<file path="src/rtl/trap_ctrl_if.sv">
// Execute-stage event, CSR-port and fetch-redirect bundle for trap_ctrl.
// The slave side is the trap sequencer; the master side is the core around it.
interface trap_ctrl_if #(
  parameter int XLEN = 32
);
  logic            instr_valid;
  logic [XLEN-1:0] pc;
  logic            is_ecall;
  logic            is_ebreak;
  logic            is_illegal;
  logic            is_mret;
  logic [XLEN-1:0] bad_instr;
  logic            irq_timer;
  logic            mstatus_mie;
  logic            csr_inst_we;
  logic [11:0]     csr_inst_addr;
  logic [XLEN-1:0] csr_inst_wdata;
  logic [XLEN-1:0] csr_rdata;
  logic [XLEN-1:0] mtvec_in;
  logic [XLEN-1:0] mepc_in;
  logic            csr_we;
  logic [11:0]     csr_addr;
  logic [XLEN-1:0] csr_wdata;
  logic            stall;
  logic            flush;
  logic            redirect_valid;
  logic [XLEN-1:0] redirect_pc;

  modport slave (
    input  instr_valid, pc, is_ecall, is_ebreak,
    input  is_illegal, is_mret, bad_instr,
    input  irq_timer, mstatus_mie,
    input  csr_inst_we, csr_inst_addr, csr_inst_wdata,
    input  csr_rdata, mtvec_in, mepc_in,
    output csr_we, csr_addr, csr_wdata,
    output stall, flush, redirect_valid, redirect_pc
  );

  modport master (
    output instr_valid, pc, is_ecall, is_ebreak,
    output is_illegal, is_mret, bad_instr,
    output irq_timer, mstatus_mie,
    output csr_inst_we, csr_inst_addr, csr_inst_wdata,
    output csr_rdata, mtvec_in, mepc_in,
    input  csr_we, csr_addr, csr_wdata,
    input  stall, flush, redirect_valid, redirect_pc
  );
endinterface

</file>
<file path="src/rtl/trap_ctrl.sv">
// Machine-mode trap sequencer: picks one event by priority, walks the
// single CSR write port through mepc/mcause/mtval/mstatus, then redirects.
module trap_ctrl #(
  parameter int XLEN              = 32,
  parameter bit MTVEC_VECTORED_EN = 1'b1
) (
  input  logic        clk,
  input  logic        rst,
  trap_ctrl_if.slave  bus
);

  typedef enum logic [2:0] {
    IDLE,
    T_MEPC,
    T_MCAUSE,
    T_MTVAL,
    T_MSTATUS,
    T_REDIR,
    M_MSTATUS,
    M_REDIR
  } state_t;

  localparam logic [11:0] A_MSTATUS = 12'h300;
  localparam logic [11:0] A_MEPC    = 12'h341;
  localparam logic [11:0] A_MCAUSE  = 12'h342;
  localparam logic [11:0] A_MTVAL   = 12'h343;

  localparam logic [XLEN-1:0] CAUSE_IRQ =
    {1'b1, {(XLEN-4){1'b0}}, 3'd7};

  state_t          r_state;
  logic [XLEN-1:0] r_pc;
  logic [XLEN-1:0] r_cause;
  logic [XLEN-1:0] r_tval;
  logic [XLEN-1:0] r_rpc;
  logic [11:0]     r_addr;
  logic            r_irq;
  logic            r_we;
  logic            r_redir;

  logic            w_irq;
  logic            w_ill;
  logic            w_ebrk;
  logic            w_ecall;
  logic            w_mret;
  logic            w_trap;
  logic            w_evt;
  logic [XLEN-1:0] w_cause;
  logic [XLEN-1:0] w_tval;
  logic [XLEN-1:0] w_ms_trap;
  logic [XLEN-1:0] w_ms_mret;
  logic [XLEN-1:0] w_tvec_base;
  logic [XLEN-1:0] w_tvec;

  // Priority masking makes the selects one-hot
  assign w_irq   = bus.instr_valid & bus.irq_timer
                 & bus.mstatus_mie;
  assign w_ill   = bus.instr_valid & bus.is_illegal
                 & ~w_irq;
  assign w_ebrk  = bus.instr_valid & bus.is_ebreak
                 & ~w_irq & ~bus.is_illegal;
  assign w_ecall = bus.instr_valid & bus.is_ecall
                 & ~w_irq & ~bus.is_illegal
                 & ~bus.is_ebreak;
  assign w_mret  = bus.instr_valid & bus.is_mret
                 & ~w_irq & ~bus.is_illegal
                 & ~bus.is_ebreak & ~bus.is_ecall;
  assign w_trap  = w_irq | w_ill | w_ebrk | w_ecall;
  assign w_evt   = (r_state == IDLE) & (w_trap | w_mret);

  always_comb begin
    w_cause = '0;
    w_tval  = '0;
    unique case (1'b1)
      w_irq:   w_cause = CAUSE_IRQ;
      w_ill: begin
        w_cause = XLEN'(2);
        w_tval  = bus.bad_instr;
      end
      w_ebrk:  w_cause = XLEN'(3);
      w_ecall: w_cause = XLEN'(11);
      default: ;
    endcase
  end

  always_comb begin
    w_ms_trap        = bus.csr_rdata;
    w_ms_trap[7]     = bus.csr_rdata[3];
    w_ms_trap[3]     = 1'b0;
    w_ms_trap[12:11] = 2'b11;
    w_ms_mret        = bus.csr_rdata;
    w_ms_mret[3]     = bus.csr_rdata[7];
    w_ms_mret[7]     = 1'b1;
    w_ms_mret[12:11] = 2'b11;
  end

  assign w_tvec_base = {bus.mtvec_in[XLEN-1:2], 2'b00};
  assign w_tvec = (MTVEC_VECTORED_EN && r_irq &&
                   bus.mtvec_in[1:0] == 2'b01)
                ? w_tvec_base + XLEN'(28)
                : w_tvec_base;

  always_ff @(posedge clk or posedge rst) begin
    if (rst) begin
      r_state <= IDLE;
      r_pc    <= '0;
      r_cause <= '0;
      r_tval  <= '0;
      r_irq   <= 1'b0;
      r_we    <= 1'b0;
      r_addr  <= '0;
      r_redir <= 1'b0;
      r_rpc   <= '0;
    end else begin
      r_we    <= 1'b0;
      r_addr  <= '0;
      r_redir <= 1'b0;
      r_rpc   <= '0;
      unique case (r_state)
        IDLE: begin
          if (w_evt) begin
            r_pc    <= {bus.pc[XLEN-1:2], 2'b00};
            r_cause <= w_cause;
            r_tval  <= w_tval;
            r_irq   <= w_irq;
            r_we    <= 1'b1;
            if (w_trap) begin
              r_state <= T_MEPC;
              r_addr  <= A_MEPC;
            end else begin
              r_state <= M_MSTATUS;
              r_addr  <= A_MSTATUS;
            end
          end
        end
        T_MEPC: begin
          r_state <= T_MCAUSE;
          r_we    <= 1'b1;
          r_addr  <= A_MCAUSE;
        end
        T_MCAUSE: begin
          r_state <= T_MTVAL;
          r_we    <= 1'b1;
          r_addr  <= A_MTVAL;
        end
        T_MTVAL: begin
          r_state <= T_MSTATUS;
          r_we    <= 1'b1;
          r_addr  <= A_MSTATUS;
        end
        T_MSTATUS: begin
          r_state <= T_REDIR;
          r_redir <= 1'b1;
          r_rpc   <= w_tvec;
        end
        M_MSTATUS: begin
          r_state <= M_REDIR;
          r_redir <= 1'b1;
          r_rpc   <= bus.mepc_in;
        end
        T_REDIR:  r_state <= IDLE;
        M_REDIR:  r_state <= IDLE;
        default:  r_state <= IDLE;
      endcase
    end
  end

  // IDLE lends the write port to CSR instructions
  always_comb begin
    bus.stall     = 1'b1;
    bus.csr_we    = r_we;
    bus.csr_addr  = r_addr;
    bus.csr_wdata = '0;
    unique case (r_state)
      IDLE: begin
        bus.stall     = w_evt;
        bus.csr_we    = bus.csr_inst_we & ~w_evt;
        bus.csr_addr  = bus.csr_inst_addr;
        bus.csr_wdata = bus.csr_inst_wdata;
      end
      T_MEPC:    bus.csr_wdata = r_pc;
      T_MCAUSE:  bus.csr_wdata = r_cause;
      T_MTVAL:   bus.csr_wdata = r_tval;
      T_MSTATUS: bus.csr_wdata = w_ms_trap;
      M_MSTATUS: bus.csr_wdata = w_ms_mret;
      default:   ;
    endcase
    if (rst) begin
      bus.stall  = 1'b0;
      bus.csr_we = 1'b0;
    end
  end

  assign bus.flush          = r_redir;
  assign bus.redirect_valid = r_redir;
  assign bus.redirect_pc    = r_rpc;

endmodule

</file>
<file path="src/flat_wrapper.sv">
// flat-port wrapper written by rule: the top's interface ports become plain ports
module trap_ctrl_flat 
#(
  parameter int XLEN              = 32,
  parameter bit MTVEC_VECTORED_EN = 1'b1
)
  (clk, rst, bus_instr_valid, bus_pc, bus_is_ecall, bus_is_ebreak, bus_is_illegal, bus_is_mret, bus_bad_instr, bus_irq_timer, bus_mstatus_mie, bus_csr_inst_we, bus_csr_inst_addr, bus_csr_inst_wdata, bus_csr_rdata, bus_mtvec_in, bus_mepc_in, bus_csr_we, bus_csr_addr, bus_csr_wdata, bus_stall, bus_flush, bus_redirect_valid, bus_redirect_pc);
  trap_ctrl_if #(.XLEN(XLEN)) bus_i ();
  input  logic clk;
  input  logic rst;
  input wire logic [$bits(bus_i.instr_valid)-1:0] bus_instr_valid;
  input wire logic [$bits(bus_i.pc)-1:0] bus_pc;
  input wire logic [$bits(bus_i.is_ecall)-1:0] bus_is_ecall;
  input wire logic [$bits(bus_i.is_ebreak)-1:0] bus_is_ebreak;
  input wire logic [$bits(bus_i.is_illegal)-1:0] bus_is_illegal;
  input wire logic [$bits(bus_i.is_mret)-1:0] bus_is_mret;
  input wire logic [$bits(bus_i.bad_instr)-1:0] bus_bad_instr;
  input wire logic [$bits(bus_i.irq_timer)-1:0] bus_irq_timer;
  input wire logic [$bits(bus_i.mstatus_mie)-1:0] bus_mstatus_mie;
  input wire logic [$bits(bus_i.csr_inst_we)-1:0] bus_csr_inst_we;
  input wire logic [$bits(bus_i.csr_inst_addr)-1:0] bus_csr_inst_addr;
  input wire logic [$bits(bus_i.csr_inst_wdata)-1:0] bus_csr_inst_wdata;
  input wire logic [$bits(bus_i.csr_rdata)-1:0] bus_csr_rdata;
  input wire logic [$bits(bus_i.mtvec_in)-1:0] bus_mtvec_in;
  input wire logic [$bits(bus_i.mepc_in)-1:0] bus_mepc_in;
  output wire logic [$bits(bus_i.csr_we)-1:0] bus_csr_we;
  output wire logic [$bits(bus_i.csr_addr)-1:0] bus_csr_addr;
  output wire logic [$bits(bus_i.csr_wdata)-1:0] bus_csr_wdata;
  output wire logic [$bits(bus_i.stall)-1:0] bus_stall;
  output wire logic [$bits(bus_i.flush)-1:0] bus_flush;
  output wire logic [$bits(bus_i.redirect_valid)-1:0] bus_redirect_valid;
  output wire logic [$bits(bus_i.redirect_pc)-1:0] bus_redirect_pc;
  assign bus_i.instr_valid = bus_instr_valid;
  assign bus_i.pc = bus_pc;
  assign bus_i.is_ecall = bus_is_ecall;
  assign bus_i.is_ebreak = bus_is_ebreak;
  assign bus_i.is_illegal = bus_is_illegal;
  assign bus_i.is_mret = bus_is_mret;
  assign bus_i.bad_instr = bus_bad_instr;
  assign bus_i.irq_timer = bus_irq_timer;
  assign bus_i.mstatus_mie = bus_mstatus_mie;
  assign bus_i.csr_inst_we = bus_csr_inst_we;
  assign bus_i.csr_inst_addr = bus_csr_inst_addr;
  assign bus_i.csr_inst_wdata = bus_csr_inst_wdata;
  assign bus_i.csr_rdata = bus_csr_rdata;
  assign bus_i.mtvec_in = bus_mtvec_in;
  assign bus_i.mepc_in = bus_mepc_in;
  assign bus_csr_we = bus_i.csr_we;
  assign bus_csr_addr = bus_i.csr_addr;
  assign bus_csr_wdata = bus_i.csr_wdata;
  assign bus_stall = bus_i.stall;
  assign bus_flush = bus_i.flush;
  assign bus_redirect_valid = bus_i.redirect_valid;
  assign bus_redirect_pc = bus_i.redirect_pc;
  trap_ctrl #(.XLEN(XLEN), .MTVEC_VECTORED_EN(MTVEC_VECTORED_EN)) u_core (.clk(clk), .rst(rst), .bus(bus_i));
endmodule
</file>
<file path="config.mk">
export PLATFORM = sky130hd
export DESIGN_NAME = trap_ctrl_flat
export DESIGN_NICKNAME = d
export VERILOG_FILES = /design/src/rtl/trap_ctrl_if.sv /design/src/rtl/trap_ctrl.sv /design/src/flat_wrapper.sv
export SDC_FILE = /design/constraint.sdc
export NUM_CORES = 1
export LEC_CHECK = 0
export ABC_AREA = 1
export CORE_MARGIN = 2
export CORE_UTILIZATION = 30
export DETAILED_ROUTE_END_ITERATION = 6
export GPL_TIMING_DRIVEN = 0
export PLACE_DENSITY = 0.67
export SETUP_SLACK_MARGIN = 0.5
export SLEW_MARGIN = 20
export SYNTH_ARGS = -nofsm -noshare
export SYNTH_HDL_FRONTEND = slang
export SYNTH_SLANG_ARGS = --single-unit
</file>
<file path="constraint.sdc">
create_clock -name clk -period 4.16 [get_ports clk]
set_clock_uncertainty 0.1 [all_clocks]
set_input_delay 0.832 -clock clk [delete_from_list [all_inputs] [get_ports clk]]
set_output_delay 0.832 -clock clk [all_outputs]
set_load 0.005 [all_outputs]
</file>
==> flow_summary.json, run 1 <==
{
  "crit_type": "reg -> out",
  "yosys.cell_types.count": 35,
  "cp_cell_sequence": "nor2_1 -> nand2_1 -> inv_2 -> clkbuf_4 -> nand2_1 -> o2111ai_1 -> clkdlybuf4s50_1",
  "groute.usage.overall_pct": 22.43,
  "cts_made_buffers": 9,
  "grt.overflow.total": 0,
  "core_sq_mm": 0.01965,
  "num-fill-cells": 1965,
  "clock_sinks": 108,
  "synth_top_family_by_area": "simple AND/OR/NAND/NOR gates",
  "fin_util_pct": 49.17,
  "drive_gt1_share_pct": 5.599,
  "yosys.area.top_type_share_pct": 44.64,
  "grt_pass1_vias": 6950,
  "synth_seq_area_share_pct": 44.64,
  "grt_start_max_net_pins": 33,
  "async_flop_share_pct": 100.0,
  "synth_compound_area_share_pct": 11.82,
  "ctsHoldBuffers": 0,
  "synth_nets": 1050,
  "cpMostUsedCell": "nand2_1",
  "tns_ns": 0,
  "dp_hpwl_um": 19030,
  "synth-seq-cells": 108,
  "synth_edf_count": 0,
  "synthMuxAreaShare_pct": 0,
  "slew_violations": 0,
  "netlist_area_sq_mm": 0.006055,
  "hp-class": "reg -> reg",
  "die_y_um": 146.1,
  "htreeDepth": 3,
  "synth.top_cells.by_area": "dfrtp_1 (45%), nand2_1 (21%), inv_1 (6.0%), nand4_1 (4.9%), o2111ai_1 (4.3%)",
  "crit_path_end_kind": "output pin",
  "slew_headroom_pct": 50.60,
  "clock-root-buffer": "clkbuf_16",
  "pre_cts_slack_ns": 0.5601,
  "vias": 6776,
  "tightest_slew_ns": 0.7411,
  "wl_um": 24220,
  "ys_warn_count": 0,
  "start_util_pct": 30.81,
  "num_rows": 51,
  "critPathMaxFanout": 10,
  "finalHoldViolations": 0,
  "synthSimpleGateAreaFrac_pct": 33.27,
  "max_freq_ghz": 0.2839,
  "cpPeakStageDelay_ns": 0.63,
  "multiInputGateArea_sq_mm": 0.002778,
  "ir_drop_mv": 0.2481,
  "cts_buffer_depth": 2,
  "status": "finished, final reports clean",
  "die_x_um": 146.1,
  "max-cap-violations": 0,
  "io_pins": 294,
  "drt_iter0_markers": 346,
  "area_growth_pct": 59.60,
  "final-setup-viol-count": 0,
  "ant_nets": 0,
  "antenna_found_initial": 3,
  "design.die.area_sq_mm": 0.02133,
  "power.density_mw_per_mm2": 546.3,
  "yosys_most_used_dff": "dfrtp_1",
  "via_per_inst": 4.809,
  "drc": 0,
  "port_buffers": 289,
  "dr.pass1.iters": 5,
  "synthAdderAreaFrac_pct": 0.2067,
  "worst_skew_pair.late_latency_ns": 0.35,
  "syn-instance-count": 835,
  "synth_xor_area_share_pct": 0.5786,
  "place.gp.congestion": 0.8826,
  "leakagePower_nw": 4.406,
  "crit_arrival_ns": 2.59,
  "synth.largest_area_cell": "dfrtp_1",
  "synth.avg_cell_area_sq_um": 7.251,
  "rsz0062_at_grt": "true",
  "setup_ws_ns": 0.6378,
  "finalCritPeriodShare_pct": 84.67,
  "path_clk_slew_ns": 0.08,
  "worstSetupStartpointType": "register",
  "wire_per_inst_um": 17.19,
  "tritoncts": "yes",
  "grt_pass1_wl_um": 37480,
  "period_minus_slack_ns": 3.522,
  "worstPathRequired_ns": 3.23,
  "final-seq-area_sq_mm": 0.002703,
  "slowest_stage": "clkdlybuf4s50_1",
  "nNetsFinal": 1354
}
==> power by group <==
group / internal, mW / switching, mW
sequential: 1.48 / 0.175
combinational: 1.29 / 1.42
clock: 0.472 / 0.435
==> through the flow <==
stage                     power, mW  hold slack [ns]  cells  area [sq um]
after floorplan               2.880           0.3432    835          6058
after global placement        4.344           0.3628   1389          9283
after detailed placement      4.380           0.3656   1392          9343
after CTS                     5.313           0.3859   1407          9648
after global routing          5.647           0.3992   1408          9661
final                         5.279           0.3813   1409          9663
==> cell usage after synthesis, types with 2 or more instances <==
library cell,number
nand2_4,2
buf_2,6
nor2_1,41
nor2_2,2
o31ai_1,2
nand3b_1,3
o21ai_0,43
buf_4,2
clkbuf_1,27
nand3_1,34
a21oi_1,10
buf_6,5
nor3_1,5
o21ai_1,2
xnor2_1,2
inv_2,3
a31oi_1,3
dfrtp_1,108
inv_1,96
o2111ai_1,30
o21ai_2,11
xor2_1,2
nand2_1,338
nand4_1,47
==> cells by family after synthesis <==
family          after synthesis
compound gates              106
buf+inv                     139
xor+xnor                      4
fa+ha+maj                     1
flops                       108
simple gates                477
==> worst max-delay path, delay by kind of cell (launching register included) <==
| kind | cells | cell delay [ns] |
|---|---|---|
| flops | 1 | 0.46 |
| simple gates | 3 | 0.49 |
| buf+inv | 3 | 1.19 |
| compound gates | 1 | 0.10 |
==> registers in the layout, summed over array words and instances, names as in the netlist <==
| name | flops |
|---|---|
| u_core.bus.redirect_pc | 32 |
| u_core.bus.flush | 1 |
| u_core.r_addr | 4 |
| u_core.r_irq | 1 |
| u_core.r_cause | 4 |
| u_core.r_we | 1 |
| u_core.r_pc | 30 |
| u_core.r_state | 3 |
| u_core.r_tval | 32 |
==> final timing paths <==
check	start	endpoint	slack [ns]	cells past startpoint
min	u_core.r_pc[5]$_DFFE_PP0P_	u_core.r_pc[5]$_DFFE_PP0P_	0.38	2
max reg2reg	u_core.r_state[0]$_DFFE_PP0P_	u_core.bus.redirect_pc[18]$_DFF_PP0_	1.90	6
min reg2reg	u_core.r_pc[5]$_DFFE_PP0P_	u_core.r_pc[5]$_DFFE_PP0P_	0.38	2
max in group asynchronous	rst	u_core.bus.redirect_pc[23]$_DFF_PP0_	2.38	4
min in group asynchronous	rst	u_core.r_we$_DFF_PP0_	0.81	2
max	u_core.r_state[1]$_DFFE_PP0P_	bus_csr_wdata[6]	0.64	7
==> cells in the final DEF (no fill, tap or decap), types with 4 or more instances in the layout <==
cell type        Yosys  final
a21oi_1             10     10
buf_2                6      6
buf_6                5      5
clkbuf_1            27     19
clkbuf_16            0      9
clkbuf_2             0      7
clkdlybuf4s50_1      0    289
clkinvlp_4           0      4
dfrtp_1            108    108
inv_1               96     95
nand2_1            338    338
nand3_1             34     34
nand4_1             47     47
nor2_1              41     41
nor3_1               5      5
o2111ai_1           30     30
o21ai_0             43     43
o21ai_2             11     11
==> per-layer routing <==
metal | global-route usage [%] | routed length (um) | part of all wire, % | up-vias
li1 | - | - | - | 3328
met1 | 26.97 | 9958 | 41 | 3110
met2 | 38.09 | 11270 | 47 | 297
met3 | 7.531 | 2425 | 10 | 37
met4 | 6.942 | 534 | 2.2 | 4
met5 | 0 | 26 | 0.11 | -
==> repair_timing <==
action                                  CTS  global route
setup buffers                             0             1
pin swaps                                 0             1
hold endpoints to repair                  0             0
endpoints found under the setup margin   14            12
gates resized for setup                   6             6
==> cell type report <==
type	instances	share of cell area, %
Clock buffer	9	2.331
Inverter	99	3.884
Tap cell	265	3.431
Timing Repair Buffer	293	30.64
Clock inverter	6	0.7510
Sequential cell	108	27.97
Buffer	40	2.227
Multi-Input combinational cell	588	28.75
Antenna cell	1	0.02590
Note: power is estimated with default switching activity, not from simulation.
==> inputs of run 2 (changes only) <==
==> constraint.sdc (replaced) <==
create_clock -name clk -period 3.6 [get_ports clk]
set_clock_uncertainty 0.1 [all_clocks]
set_input_delay 0.72 -clock clk [delete_from_list [all_inputs] [get_ports clk]]
set_output_delay 0.72 -clock clk [all_outputs]
set_load 0.005 [all_outputs]
==> flow_summary.json, run 2 (same netlist as run 1, synthesis figures left out) <==
{
  "status": "finished, final reports clean",
  "hp-class": "reg -> reg",
  "grt_start_max_net_pins": 33,
  "max-cap-violations": 0,
  "slew_headroom_pct": 52.46,
  "leakagePower_nw": 4.572,
  "layout_common_cells": "nand2_1 (335), clkdlybuf4s50_1 (280), dfrtp_1 (106), inv_1 (93), nand4_1 (47)",
  "power_frac_seq_pct": 30.6,
  "power.density_mw_per_mm2": 633.7,
  "dr.pass1.iters": 4,
  "crit_arrival_ns": 2.21,
  "core_sq_mm": 0.01965,
  "num_rows": 51,
  "final_common_cell": "nand2_1",
  "port_buffers": 289,
  "r2r_start": "u_core.r_state[0]$_DFFE_PP0P_",
  "drc": 0,
  "path_clk_slew_ns": 0.08,
  "p_switching_mw": 2.399,
  "grt_pass1_wl_um": 37740,
  "ctsHoldBuffers": 0,
  "start_util_pct": 30.81,
  "wl_um": 24450,
  "reg2reg_slack_ns": 1.43,
  "pwr-share-comb_pct": 52.7,
  "drive_gt1_share_pct": 7.906,
  "critPathMaxFanout": 10,
  "place.gp.congestion": 0.8826,
  "nNetsFinal": 1362,
  "groute.usage.overall_pct": 22.57,
  "antenna_found_initial": 3,
  "grt.overflow.total": 0,
  "io_pins": 294,
  "worst_skew_pair.late_latency_ns": 0.35,
  "p_int_mw": 3.859,
  "worstSetupStartpointType": "register",
  "hp-start": "u_core.r_pc[5]$_DFFE_PP0P_",
  "drt_iter0_markers": 350,
  "rsz0062_at_grt": "true",
  "grt_pass1_vias": 7010,
  "area_growth_pct": 63.11,
  "p_total_mw": 6.258,
  "vias": 6806,
  "ir_drop_mv": 0.2857,
  "htreeDepth": 3,
  "cts_buffer_depth": 2,
  "dp_hpwl_um": 19030,
  "die_y_um": 146.1,
  "cts_made_buffers": 9,
  "tns_ns": 0,
  "tightest_slew_ns": 0.7105,
  "die_x_um": 146.1,
  "finalHoldViolations": 0,
  "min_path_cells": 2,
  "ant_nets": 0,
  "finalCritPeriodShare_pct": 84.09,
  "slew_violations": 0,
  "crit_type": "reg -> out",
  "design.die.area_sq_mm": 0.02133,
  "pwr-share-clk_pct": 16.8,
  "max_freq_ghz": 0.3304,
  "wire_per_inst_um": 17.25,
  "clock-root-buffer": "clkbuf_16",
  "crit_path_end_kind": "output pin",
  "num-fill-cells": 1938,
  "clock_sinks": 108,
  "worstPathRequired_ns": 2.78,
  "tritoncts": "yes",
  "switching_share_pct": 38.34,
  "final-setup-viol-count": 0,
  "min_to": "u_core.r_pc[5]$_DFFE_PP0P_",
  "via_per_inst": 4.803,
  "r2r_end": "u_core.bus.redirect_pc[18]$_DFF_PP0_",
  "period_minus_slack_ns": 3.027,
  "reg2reg_depth": 6
}
==> run 2: cell count changes in the layout (fill, tap and decap cells not counted), sizes merged, moves of 2 or more <==
cell           previous run  this run
buf                      17        29
clkdlybuf4s50           289       280
dlymetal6s2s              0         7
clkbuf                   36        32
dlygate4sd2               0         2
==> run 2: worst max path at each step <==
| stage | startpoint | end | slack [ns] |
|---|---|---|---|
| 2_1_floorplan | bus_instr_valid | bus_csr_we | 1.35 |
| 6_report | u_core.r_state[1]$_DFFE_PP0P_ | bus_csr_wdata[5] | 0.57 |
| 3_3_place_gp | rst | u_core.bus.redirect_pc[25]$_DFF_PP0_ | 0.22 |
| 5_1_grt | u_core.r_state[1]$_DFFE_PP0P_ | bus_csr_wdata[23] | 0.45 |
| 3_5_place_dp | u_core.r_state[1]$_DFFE_PP0P_ | bus_csr_wdata[6] | 0.19 |
| 4_1_cts | bus_irq_timer | bus_csr_we | 0.45 |
==> run 2: layout make-up <==
class | count | area (sq um) | share of cell area (%)
Antenna cell | 1 | 2.502 | 0.02534
Buffer | 40 | 287.8 | 2.914
Clock buffer | 9 | 225.2 | 2.281
Clock inverter | 6 | 72.57 | 0.7348
Inverter | 99 | 380.4 | 3.852
Multi-Input combinational cell | 588 | 2835 | 28.71
Sequential cell | 108 | 2705 | 27.39
Tap cell | 265 | 331.6 | 3.357
Timing Repair Buffer | 301 | 3035 | 30.74
==> run 2: per-stage QoR <==
step | hold WS [ns] | util, % | area (sq um) | cells | setup slack [ns]
finish | 0.3814 | 50.25 | 9876 | 1417 | 0.5729
global placement | 0.3628 | 47.23 | 9283 | 1389 | 0.2185
global route | 0.3992 | 50.24 | 9873 | 1416 | 0.4533
CTS | 0.3859 | 49.63 | 9754 | 1410 | 0.4478
detailed placement | 0.3656 | 47.54 | 9343 | 1392 | 0.1852
floorplan | 0.3432 | - | 6058 | 835 | 1.353
==> run 2: what timing repair did <==
action	CTS	global route
pin swaps	3	6
buffers inserted	3	6
hold endpoints to repair	0	0
resized for setup	38	32
setup endpoints to repair	39	33
==> run 2: critical path, stage by stage (launching register included) <==
cell,delay (ns)
dfrtp_2,0.44
nor2_2,0.19
nand2_2,0.15
clkinv_4,0.14
clkbuf_8,0.21
nand2_1,0.07
o2111ai_1,0.10
clkdlybuf4s50_1,0.55
==> run 2: routing by layer <==
metal  GRT usage, %  part of all wire, %
met2          38.70                   47
met3          7.469                   10
met1          26.89                   41
met4          6.942                  1.7
met5              0                 0.11
==> run 2: power by group through the flow <==
stage               registers (mW)  clock network [mW]  logic, mW
global route                  1.96                1.12       3.61
global placement              1.93                   0       3.10
detailed placement            1.93                   0       3.13
CTS                           1.92                1.07       3.24
finish                        1.91                1.05       3.30
floorplan                     1.90                   0       1.43
==> inputs of run 3 (changes only) <==
==> constraint.sdc (replaced) <==
create_clock -name clk -period 3.1 [get_ports clk]
set_clock_uncertainty 0.1 [all_clocks]
set_input_delay 0.62 -clock clk [delete_from_list [all_inputs] [get_ports clk]]
set_output_delay 0.62 -clock clk [all_outputs]
set_load 0.005 [all_outputs]
==> flow_summary.json, run 3 (same netlist as run 1, synthesis figures left out) <==
{
  "port_buffers": 289,
  "antenna_found_initial": 3,
  "min_to": "u_core.r_pc[5]$_DFFE_PP0P_",
  "start_util_pct": 30.81,
  "place.gp.congestion": 0.8826,
  "clock-root-buffer": "clkbuf_16",
  "finalCritPeriodShare_pct": 83.73,
  "worstPathRequired_ns": 2.38,
  "min_path_cells": 2,
  "grt_start_max_net_pins": 33,
  "setup_ws_ns": 0.5044,
  "pre_cts_slack_ns": -0.2148,
  "slew_headroom_pct": 54.53,
  "cts_buffer_depth": 2,
  "num_rows": 51,
  "hold_ws_ns": 0.3813,
  "core_sq_mm": 0.01965,
  "die_y_um": 146.1,
  "clock_sinks": 108,
  "fin_cells": 1447,
  "dp_hpwl_um": 19030,
  "final_common_cell": "nand2_1",
  "area_growth_pct": 67.97,
  "cts_made_buffers": 9,
  "tritoncts": "yes",
  "final-setup-viol-count": 0,
  "crit_type": "reg -> out",
  "io_pins": 294,
  "design.die.area_sq_mm": 0.02133,
  "ir_drop_mv": 0.3347,
  "hp-start": "u_core.r_pc[5]$_DFFE_PP0P_",
  "htreeDepth": 3,
  "die_x_um": 146.1,
  "tns_ns": 0,
  "hp-class": "reg -> reg",
  "vias": 6967,
  "dp.cells": 1392,
  "grt_pass1_vias": 7095,
  "final-seq-area_sq_mm": 0.002706,
  "multiInputGateArea_sq_mm": 0.002917,
  "slew_violations": 0,
  "status": "finished, final reports clean",
  "crit_path_end_kind": "output pin",
  "layout_common_cells": "nand2_1 (331), clkdlybuf4s50_1 (244), dfrtp_1 (105), inv_1 (89), nand4_1 (47)",
  "via_per_inst": 4.815,
  "period_minus_slack_ns": 2.596,
  "reg2reg_depth": 7,
  "path_clk_slew_ns": 0.08,
  "wl_um": 25020,
  "max-cap-violations": 0,
  "grt_pass1_wl_um": 38380,
  "max_freq_ghz": 0.3853,
  "finalHoldViolations": 0,
  "reg2reg_slack_ns": 0.82,
  "wire_per_inst_um": 17.29,
  "worstSetupStartpointType": "register",
  "drc": 0,
  "crit_arrival_ns": 1.88,
  "dr.pass1.iters": 4,
  "num-fill-cells": 1917,
  "ant_nets": 0,
  "leakagePower_nw": 4.820,
  "drt_iter0_markers": 310,
  "critPathMaxFanout": 10,
  "drive_gt1_share_pct": 14.14,
  "r2r_end": "u_core.bus.redirect_pc[18]$_DFF_PP0_",
  "nNetsFinal": 1392,
  "grt.overflow.total": 0,
  "tightest_slew_ns": 0.6795,
  "worst_skew_pair.late_latency_ns": 0.35,
  "rsz0062_at_grt": "true",
  "power.density_mw_per_mm2": 741.5,
  "r2r_start": "u_core.r_state[0]$_DFFE_PP0P_",
  "groute.usage.overall_pct": 22.97,
  "fin_util_pct": 51.74
}
run 3: changes by cell type in the layout (fill, tap and decap cells not counted), moves of 4 or more:
cell and delta:
clkdlybuf4s50_1 -36, clkbuf_16 +4, buf_8 +4, inv_4 +4, nor2_4 +4, nand2_1 -4
buf_4 +27, clkbuf_2 +28, clkbuf_4 -4, inv_1 -4
run 3: through the flow:
| step | total power, mW | area, sq um |
|---|---|---|
| global route | 8.034 | 10170 |
| CTS | 7.408 | 10060 |
| detailed placement | 5.878 | 9343 |
| floorplan | 3.864 | 6058 |
| global placement | 5.830 | 9283 |
| finish | 7.541 | 10170 |
run 3: critical path: stages (launching register included):
cell and delay [ns]:
dfrtp_2 0.43, buf_4 0.14, buf_12 0.10, nand3_4 0.09
buf_12 0.15, clkbuf_8 0.16, o2111ai_1 0.17, dlygate4sd2_1 0.26
run 3: power by group:
part	switching, mW	internal [mW]	total (mW)
Combinational	2.14	1.95	4.08
Clock	0.590	0.633	1.22
Sequential	0.243	1.99	2.23
run 3: cell type report:
cell class	count	area share, %
tap	265	3.260
inverter	99	3.863
timing repair buffer	331	30.79
sequential	108	26.61
clock buffer	9	2.215
antenna	1	0.02461
clock inverter	6	0.7136
buffer	40	3.839
multi-input combinational	588	28.68
run 3: routing by layer:
layer  vias up  wire length [um]  share of wire [%]  GRT usage, %
met3        34              2355                9.4         6.813
li1       3407                 -                  -             -
met4         4               547                2.2         7.184
met1      3207             10180                 41         27.64
met5         -                26               0.10             0
met2       315             11910                 48         39.62
run 3: how the worst max path moves through the flow:
stage,end,from,slack (ns)
floorplan,bus_csr_we,bus_instr_valid,1.05
global placement,u_core.bus.redirect_pc[25]$_DFF_PP0_,rst,-0.18
global route,bus_csr_wdata[2],u_core.r_state[1]$_DFFE_PP0P_,0.45
CTS,bus_csr_addr[6],u_core.r_state[1]$_DFFE_PP0P_,0.40
finish,bus_csr_wdata[27],u_core.r_state[0]$_DFFE_PP0P_,0.50
detailed placement,bus_csr_wdata[6],u_core.r_state[1]$_DFFE_PP0P_,-0.21
run 3: repair_timing:
action                     in CTS  in global routing
pin swaps                       8                  7
resized for setup             120                 89
setup endpoints to repair      46                 57
hold endpoints to repair        0                  0
buffers inserted               21                 18
hold buffers                    0                  0
